$ cat config.mk
export PLATFORM = sky130hd
export DESIGN_NAME = sid_wr_queue
export DESIGN_NICKNAME = d
export VERILOG_FILES = /design/src/rtl/sid_pkg.sv /design/src/rtl/sid_wrq_fifo.sv /design/src/rtl/sid_wr_queue.sv
export SDC_FILE = /design/constraint.sdc
export NUM_CORES = 1
export LEC_CHECK = 0
export CORE_MARGIN = 2
export CORE_UTILIZATION = 50
export CTS_CLUSTER_DIAMETER = 150
export DETAILED_ROUTE_END_ITERATION = 16
export GPL_ROUTABILITY_DRIVEN = 0
export PLACE_DENSITY_LB_ADDON = 0.1
export SYNTH_ARGS = -nofsm -noshare
export SYNTH_HDL_FRONTEND = slang
export SYNTH_SLANG_ARGS = --single-unit
export TNS_END_PERCENT = 20
$ cat constraint.sdc
create_clock -name clk -period 7.83 [get_ports clk]
set_input_delay 1.566 -clock clk [delete_from_list [all_inputs] [get_ports clk]]
set_output_delay 1.566 -clock clk [all_outputs]
set_load 0.01 [all_outputs]
$ cat src/rtl/sid_pkg.sv
// Shared types and constants for the SID register write path.
package sid_pkg;

    localparam int unsigned SID_ADDR_W   = 5;
    localparam int unsigned SID_NUM_REGS = 25;
    localparam logic [SID_ADDR_W-1:0] SID_LAST_REG = 5'h18;

    typedef struct packed {
        logic [SID_ADDR_W-1:0] addr;
        logic [7:0]            data;
    } sid_wr_t;

endpackage

$ cat src/rtl/sid_wrq_fifo.sv
// Synchronous FIFO for queued SID register writes; caller qualifies push/pop.
module sid_wrq_fifo
    import sid_pkg::*;
#(
    parameter int unsigned DEPTH   = 16,
    parameter type         entry_t = sid_wr_t,
    localparam int unsigned PTR_W  = $clog2(DEPTH)
) (
    input  logic           clk,
    input  logic           n_reset,
    input  logic           push,
    input  logic           pop,
    input  logic           flush,
    input  entry_t         wr_entry,
    output entry_t         rd_entry,
    output logic [PTR_W:0] level,
    output logic           full,
    output logic           empty
);

    entry_t           mem [DEPTH];
    logic [PTR_W-1:0] wr_ptr_q, wr_ptr_d;
    logic [PTR_W-1:0] rd_ptr_q, rd_ptr_d;
    logic [PTR_W:0]   level_q, level_d;

    always_comb begin
        wr_ptr_d = wr_ptr_q;
        rd_ptr_d = rd_ptr_q;
        level_d  = level_q;
        if (flush) begin
            wr_ptr_d = '0;
            rd_ptr_d = '0;
            level_d  = '0;
        end else begin
            if (push) wr_ptr_d = wr_ptr_q + PTR_W'(1);
            if (pop)  rd_ptr_d = rd_ptr_q + PTR_W'(1);
            case ({push, pop})
                2'b10:   level_d = level_q + (PTR_W+1)'(1);
                2'b01:   level_d = level_q - (PTR_W+1)'(1);
                default: level_d = level_q;
            endcase
        end
    end

    always_ff @(posedge clk or negedge n_reset) begin
        if (!n_reset) begin
            wr_ptr_q <= '0;
            rd_ptr_q <= '0;
            level_q  <= '0;
        end else begin
            wr_ptr_q <= wr_ptr_d;
            rd_ptr_q <= rd_ptr_d;
            level_q  <= level_d;
        end
    end

    // Storage needs no reset; level gates every read.
    always_ff @(posedge clk) begin
        if (push && !flush) mem[wr_ptr_q] <= wr_entry;
    end

    assign rd_entry = mem[rd_ptr_q];
    assign level    = level_q;
    assign full     = (level_q == (PTR_W+1)'(DEPTH));
    assign empty    = (level_q == '0);

endmodule

$ cat src/rtl/sid_wr_queue.sv
// Buffers host SID register writes and replays them as rate-limited clk_en-aligned strobes.
// Define SID_WRQ_SHADOW_EN to add a readable shadow of the last value strobed to each register.
module sid_wr_queue
    import sid_pkg::*;
#(
    parameter int unsigned DEPTH   = 16,
    parameter int unsigned GAP     = 1,
    localparam int unsigned LEVEL_W = $clog2(DEPTH) + 1
) (
    input  logic                  clk,
    input  logic                  n_reset,
    input  logic                  clk_en,
    input  logic                  host_we,
    input  logic [SID_ADDR_W-1:0] host_addr,
    input  logic [7:0]            host_data,
    output logic                  host_ready,
    input  logic                  flush,
    output logic [SID_ADDR_W-1:0] sid_addr,
    output logic [7:0]            sid_data,
    output logic                  sid_n_cs,
    output logic                  sid_rw,
    output logic [LEVEL_W-1:0]    level,
    output logic                  overflow
`ifdef SID_WRQ_SHADOW_EN
   ,input  logic [SID_ADDR_W-1:0] host_raddr,
    output logic [7:0]            host_rdata
`endif
);

    localparam logic [7:0] GAP_LOAD = 8'(GAP - 1);

    sid_wr_t               head;
    logic                  full, empty, addr_ok, push, pop;
    logic [7:0]            gap_q;
    logic                  n_cs_q, overflow_q;
    logic [SID_ADDR_W-1:0] addr_q;
    logic [7:0]            data_q;

    // Pop uses the registered level, so a fresh push never falls through in its own cycle.
    assign addr_ok    = (host_addr <= SID_LAST_REG);
    assign pop        = clk_en && !empty && (gap_q == '0) && !flush;
    assign push       = host_we && addr_ok && (!full || pop) && !flush;
    assign host_ready = !full || pop;

    sid_wrq_fifo #(
        .DEPTH   (DEPTH),
        .entry_t (sid_wr_t)
    ) u_fifo (
        .clk      (clk),
        .n_reset  (n_reset),
        .push     (push),
        .pop      (pop),
        .flush    (flush),
        .wr_entry ('{addr: host_addr, data: host_data}),
        .rd_entry (head),
        .level    (level),
        .full     (full),
        .empty    (empty)
    );

    always_ff @(posedge clk or negedge n_reset) begin
        if (!n_reset) begin
            n_cs_q     <= 1'b1;
            addr_q     <= '0;
            data_q     <= '0;
            gap_q      <= '0;
            overflow_q <= 1'b0;
        end else begin
            n_cs_q <= !pop;
            if (pop) begin
                addr_q <= head.addr;
                data_q <= head.data;
            end
            if (flush)                       gap_q <= '0;
            else if (pop)                    gap_q <= GAP_LOAD;
            else if (clk_en && gap_q != '0)  gap_q <= gap_q - 8'd1;
            if (flush)                                      overflow_q <= 1'b0;
            else if (host_we && addr_ok && full && !pop)    overflow_q <= 1'b1;
        end
    end

    assign sid_addr = addr_q;
    assign sid_data = data_q;
    assign sid_n_cs = n_cs_q;
    assign sid_rw   = n_cs_q;
    assign overflow = overflow_q;

`ifdef SID_WRQ_SHADOW_EN
    logic [7:0] shadow_q [SID_NUM_REGS];
    logic [7:0] rdata_q;

    // Shadow tracks what the SID actually received, hence written on pop rather than push.
    always_ff @(posedge clk or negedge n_reset) begin
        if (!n_reset) begin
            for (int i = 0; i < SID_NUM_REGS; i++) shadow_q[i] <= '0;
            rdata_q <= '0;
        end else begin
            if (pop) shadow_q[head.addr] <= head.data;
            rdata_q <= (host_raddr <= SID_LAST_REG) ? shadow_q[host_raddr] : 8'h00;
        end
    end

    assign host_rdata = rdata_q;
`endif

endmodule

# Yosys cells after proc, flatten, opt, wreduce, memory -nomap -nowiden

Memory sizes are Yosys's and may differ from the RTL's. A register that Yosys moved wholly into a read port is not among the register bits.
Index checks and enable logic that the tools add are counted.

Memory bits (read-only): 0
Output and inout port bits: 22
Bits in latches: 0
Bits of input ports: 18
Memories kept: 1
Word-level logic and storage cells: 53
Memory bits (writable): 208
Register bits after elaboration: 23

Add/sub/neg operators: 5
$lt $le $gt $ge: 1
Reduce and logical (&&, ||, !) cells: 24
Multiplexer cells: 13
Multipliers: 0
Bitwise gates (word level): 0
Div/mod/pow operators: 0
Equality and inequality tests: 3
Shift-type cells: 0

Memories:

| memory     | words | bits a word | read ports | clocked after memory_dff | wr ports | line               | text |
|---|---|---|---|---|---|---|---|
| u_fifo.mem | 16    | 13          | 1          | 1                        | 1        | sid_wrq_fifo.sv:21 | `entry_t mem [DEPTH];` |

Operators by type and width:

| cell                                                 | number |
|---|---|
| 2-to-1 mux 8 bit                                     | 3 |
| 2-to-1 mux 4 bit                                     | 4 |
| logical AND 1 bit                                    | 10 |
| case mux 5 bit (2 select lines)                      | 1 |
| adder 4 x 1 -> 4 bit (second input constant)         | 2 |
| logical NOT 8 bit                                    | 1 |
| nonzero test 8 bit                                   | 1 |
| subtractor 8 x 1 -> 8 bit (second input constant)    | 1 |
| nonzero test 2 bit                                   | 3 |
| nonzero test 3 bit                                   | 2 |
| adder 5 x 1 -> 5 bit (second input constant)         | 1 |
| equality test 5 bit (second input constant)          | 1 |
| <= comparator 5 bit (second input constant)          | 1 |
| logical NOT 1 bit                                    | 5 |
| logical NOT 5 bit                                    | 1 |
| 2-to-1 mux 5 bit                                     | 1 |
| subtractor 5 x 1 -> 5 bit (second input constant)    | 1 |
| 2-to-1 mux 1 bit                                     | 4 |
| equality test 2 x 1 -> 1 bit (second input constant) | 1 |
| equality test 2 bit (second input constant)          | 1 |
| logical OR 1 bit                                     | 1 |

# Depth between registers and ports, before layout

Depth after elaboration: 11
Depth in mapped cells: 14
Mapped depth without buffers: 13

# Modules after synthesis

From an unflattened synthesis, not the netlist that was laid out.

Cells, all modules: 516
Area total of the unflattened synthesis: 9909.5 um2

By module, submodules not included:

| module       | times used | sequential area each (um2) | cells an instance | area each (um2) |
|---|---|---|---|---|
| sid_wrq_fifo | 1          | 6571.3                     | 421               | 8748.4 |
| sid_wr_queue | 1          | 576.8                      | 95                | 1161.1 |

# Least setup slack after synthesis

Ideal clock, no wire load.

Path kind: input to register
From: input clk_en
To: register u_fifo.level_q[4] (netlist: u_fifo.level[4])
Slack: 3.625 ns
Data required time: 7.748 ns
Arrival: 4.123 ns
Stages: 11
Setup time: 0.082 ns
Path buffers: 1
Cell sequence: or4bb_1 -> a211oi_4 -> nand2_4 -> buf_6 -> or2_1 -> fa_1 -> nand2b_1 -> a21oi_1 -> nor3_1 -> or3_1 -> a31oi_1

Cells in the longest elaborated chain, start to end: 9
Elaborated cells between the ends (all ways): 11
Classes of those cells: eq/ne (2); mux (2); reduce/logical (7)

Ends and longest elaborated chain:

| what                                                                | line               | text |
|---|---|---|
| start, declared                                                     | sid_wr_queue.sv:12 | `input logic clk_en,` |
| logical AND 1 bit (*) (3 in a row)                                  | sid_wr_queue.sv:41 | `assign pop = clk_en && !empty && (gap_q == '0) && !flush;` |
| logical OR 1 bit                                                    | sid_wr_queue.sv:42 | `assign push = host_we && addr_ok && (!full \|\| pop) && !flush;` |
| logical AND 1 bit (2 in a row)                                      | sid_wr_queue.sv:42 |  |
| equality test 2 x 1 -> 1 bit or equality test 2 bit (tied branches) | sid_wrq_fifo.sv:37 | `case ({push, pop})` |
| case mux 5 bit (2 select lines)                                     | sid_wrq_fifo.sv:37 |  |
| 2-to-1 mux 5 bit                                                    | sid_wrq_fifo.sv:30 | `if (flush) begin` |
| end signal, assigned                                                | sid_wrq_fifo.sv:53 | `level_q <= level_d;` |
| end, declared                                                       | sid_wrq_fifo.sv:24 | `logic [PTR_W:0] level_q, level_d;` |

Every way passes the cells marked *; elsewhere a longest branch is shown, timed or not.
A chain may end at the register's enable or synchronous reset.

# Worst setup path in the final report

From: input clk_en
To: output host_ready

Cells in the longest elaborated chain, start to end: 4

Ends and longest elaborated chain:

| what                           | line               | text |
|---|---|---|
| logical AND 1 bit (3 in a row) | sid_wr_queue.sv:41 |  |
| logical OR 1 bit               | sid_wr_queue.sv:43 | `assign host_ready = !full \|\| pop;` |
| end, declared                  | sid_wr_queue.sv:16 | `output logic host_ready,` |

Every way passes these cells.

==> results.yml <==
synth:
  synth_top_family_by_area: "multiplexers"
  yosys.area_share.simple_pct: 4.20
  synthCells: 488
  synth_top_flop_cell: "edfxtp_1"
  ys_types: 50
  ys_seq_elements: 244
  yosys.area_share.adder_pct: 1.48
  avgSynthCellArea_um2: 20.1
  synthArstFlopShare_pct: 14.8
  ys_seq_area_share_pct: 73.0
  synth_edf_count: 208
  syn_nets: 517
  yosysWarnings: 0
  syn_area_um2: 9800
  synth_compound_area_share_pct: 1.79
  synthXorXnorAreaFrac_pct: 1.34
  synthMuxAreaShare_pct: 16.5
floorplanning:
  io_pins: 40
  initial_utilization_pct: 50.7
  core_area_um2: 19300
  die_x_um: 144
  dieArea_um2: 20700
  dieHeight_um: 144
  placementRows: 51
cells_and_area:
  diodes: 0
  final_cell_mix: "edfxtp_1 (208), mux4_2 (65), nor2_1 (40)"
  drive_gt1_share_pct: 25.5
  mostFrequentLayoutCell: "edfxtp_1"
  fillCellCount: 1423
  areaGrowthSynthToFinish_pct: 16.6
  final_nets: 582
detailed_routing:
  drt_iter0_markers: 395
  firstDrtPassIters: 4
  ant_nets: 0
  wl_per_cell_um: 23.9
  via_per_inst: 5.77
  vias: 4834
  drc_errors: 0
  totalWireLength_mm: 20.1
setup_path:
  arrival_ns: 3.53
  setup.worst_path.start_class: "input pin"
  worstSetupPathType: "input pin to output pin"
  cp_max_fo: 4
  critPathRequiredTime_ns: 6.26
  critPathCaptureType: "output pin"
placed_design:
  dp_slack_ns: 2.74
  hpwl_mm: 11.9
  numPortBuffers: 39
sta:
  rsz0062_at_grt: "no"
  max_freq_mhz: 196
  setup_tns_ns: 0
  hold_viol_final: 0
  fin_ws_ns: 2.73
  finClkSkew_ns: 0.0174
  tightest_slew_ns: 0.981
  finalCritPeriodShare_pct: 65.1
  maxSlewViolCount: 0
  setup_viol: 0
  holdWs_ns: 0.504
  relSlewSlack_pct: 34.6
  post-route-min-period_ns: 5.10
power:
  powerDensity_nw_per_um2: 298
  power.leakage_nw: 3.75
  peakVddDrop_v: 0.000214
global_route:
  grt_max_degree: 55
  grt_use_total_pct: 20.3
  grt_overflow: 0
  grt_pass1_vias: 4950
  grt_pass1_wl_mm: 30.4
  antenna_found_initial: 0
job:
  maxCapViolations: 0
clock_tree:
  cts_root_buf: "clkbuf_16"
  cts.path.max_buffers: 3
  htree_levels: 1
  clk_latency_ns: 0.52
  cts.sinks: 244
  cts_setup_buffers: 0
  cts_buffers: 26
  ctsResizeCount: 0
  cts_tree: "done"
  cts_hold_buf: 0
  clk_pin_slew_ns: 0.06
status:
  status: "finished, final reports clean"
worst_hold_path:
  min_path_type: "flip-flop to flip-flop"
[power breakdown]
group | internal, W | total [W] | leakage [nW] | switching [W]
Sequential | 0.00147 | 0.00154 | 2.34 | 0.0000646
Combinational | 0.000355 | 0.000619 | 0.990 | 0.000264
Clock | 0.000763 | 0.00125 | 0.421 | 0.000484
[per-stage QoR]
| stage | util, % | cell area (µm²) | total power (W) | std cells |
|---|---|---|---|---|
| floorplan | - | 9800 | 0.00199 | 488 |
| global placement | 54.5 | 10500 | 0.00219 | 790 |
| detailed placement | 54.5 | 10500 | 0.00219 | 790 |
| CTS | 59.1 | 11400 | 0.00344 | 838 |
| global route | 59.1 | 11400 | 0.00354 | 838 |
| finish | 59.1 | 11400 | 0.00340 | 838 |
[worst paths after layout]
| path | from | slack (ns) | cells past startpoint | end |
|---|---|---|---|---|
| setup / recovery | clk_en | 2.73 | 4 | host_ready |
| hold / removal | sid_addr[2]$_DFFE_PN0P_ | 0.50 | 1 | sid_addr[2]$_DFFE_PN0P_ |
| setup reg to reg | gap_q[0]$_DFFE_PN0P_ | 4.10 | 12 | u_fifo.level[4]$_DFFE_PN0P_ |
| hold reg to reg | sid_addr[2]$_DFFE_PN0P_ | 0.50 | 1 | sid_addr[2]$_DFFE_PN0P_ |
| max in group asynchronous | n_reset | 5.91 | 1 | u_fifo.rd_ptr_q[0]$_DFFE_PN0P_ |
| min in group asynchronous | n_reset | 1.21 | 1 | u_fifo.level[4]$_DFFE_PN0P_ |
[registers in the layout (all words and copies together), names as in the netlist]
register and count:
gap_q 8, overflow 1, sid_addr 5, sid_data 8
sid_n_cs 1, u_fifo.level 5, u_fifo.mem 208, u_fifo.rd_ptr_q 4
u_fifo.wr_ptr_q 4
[cell type report]
type	count	area (µm²)	area share, %
flip-flops and latches	244	7150	62.6
multi-input cells	210	2480	21.7
clock buffers	34	702	6.15
repair buffers	58	528	4.62
well taps	265	332	2.90
clock inverters	14	175	1.53
inverters	13	48.8	0.427
[synthesized netlist by cell type, types with 2 or more instances]
| master | number | share of area, % |
|---|---|---|
| edfxtp_1 | 208 | 64 |
| mux4_2 | 65 | 15 |
| nor2_1 | 40 | 1.5 |
| dfrtp_1 | 35 | 8.9 |
| mux2_2 | 13 | 1.5 |
| inv_1 | 12 | 0.46 |
| nand2_1 | 11 | 0.42 |
| ha_1 | 10 | 1.3 |
| nand3_1 | 9 | 0.46 |
| xor2_1 | 9 | 0.80 |
| buf_4 | 7 | 0.54 |
| a21oi_1 | 6 | 0.31 |
| buf_1 | 6 | 0.23 |
| nor3_1 | 6 | 0.31 |
| xnor2_1 | 6 | 0.54 |
| clkbuf_1 | 5 | 0.19 |
| o21ai_0 | 4 | 0.20 |
| and2_1 | 2 | 0.13 |
| buf_2 | 2 | 0.10 |
| nand2b_1 | 2 | 0.13 |
[layer usage]
metal  global-route usage [%]  part of all wire [%]
met5                        0                     0
met4                     3.66                   1.1
met3                     3.25                   4.6
met2                     33.2                    50
met1                     29.7                    45
[worst max-delay path, cell delays in order]
cell and delay (ns):
clkdlybuf4s50_1 0.48, or4bb_1 0.53, o311ai_4 0.34, clkdlybuf4s50_1 0.60
[logic make-up after synthesis]
logic type / count (synthesis)
AO/OA/AOI/OAI: 22
XOR/XNOR: 15
adder cells (fa/ha/maj): 11
buffers and inverters: 34
flip-flops: 244
multiplexers: 79
AND/OR/NAND/NOR: 83
Power figures use the tool's default switching activity.
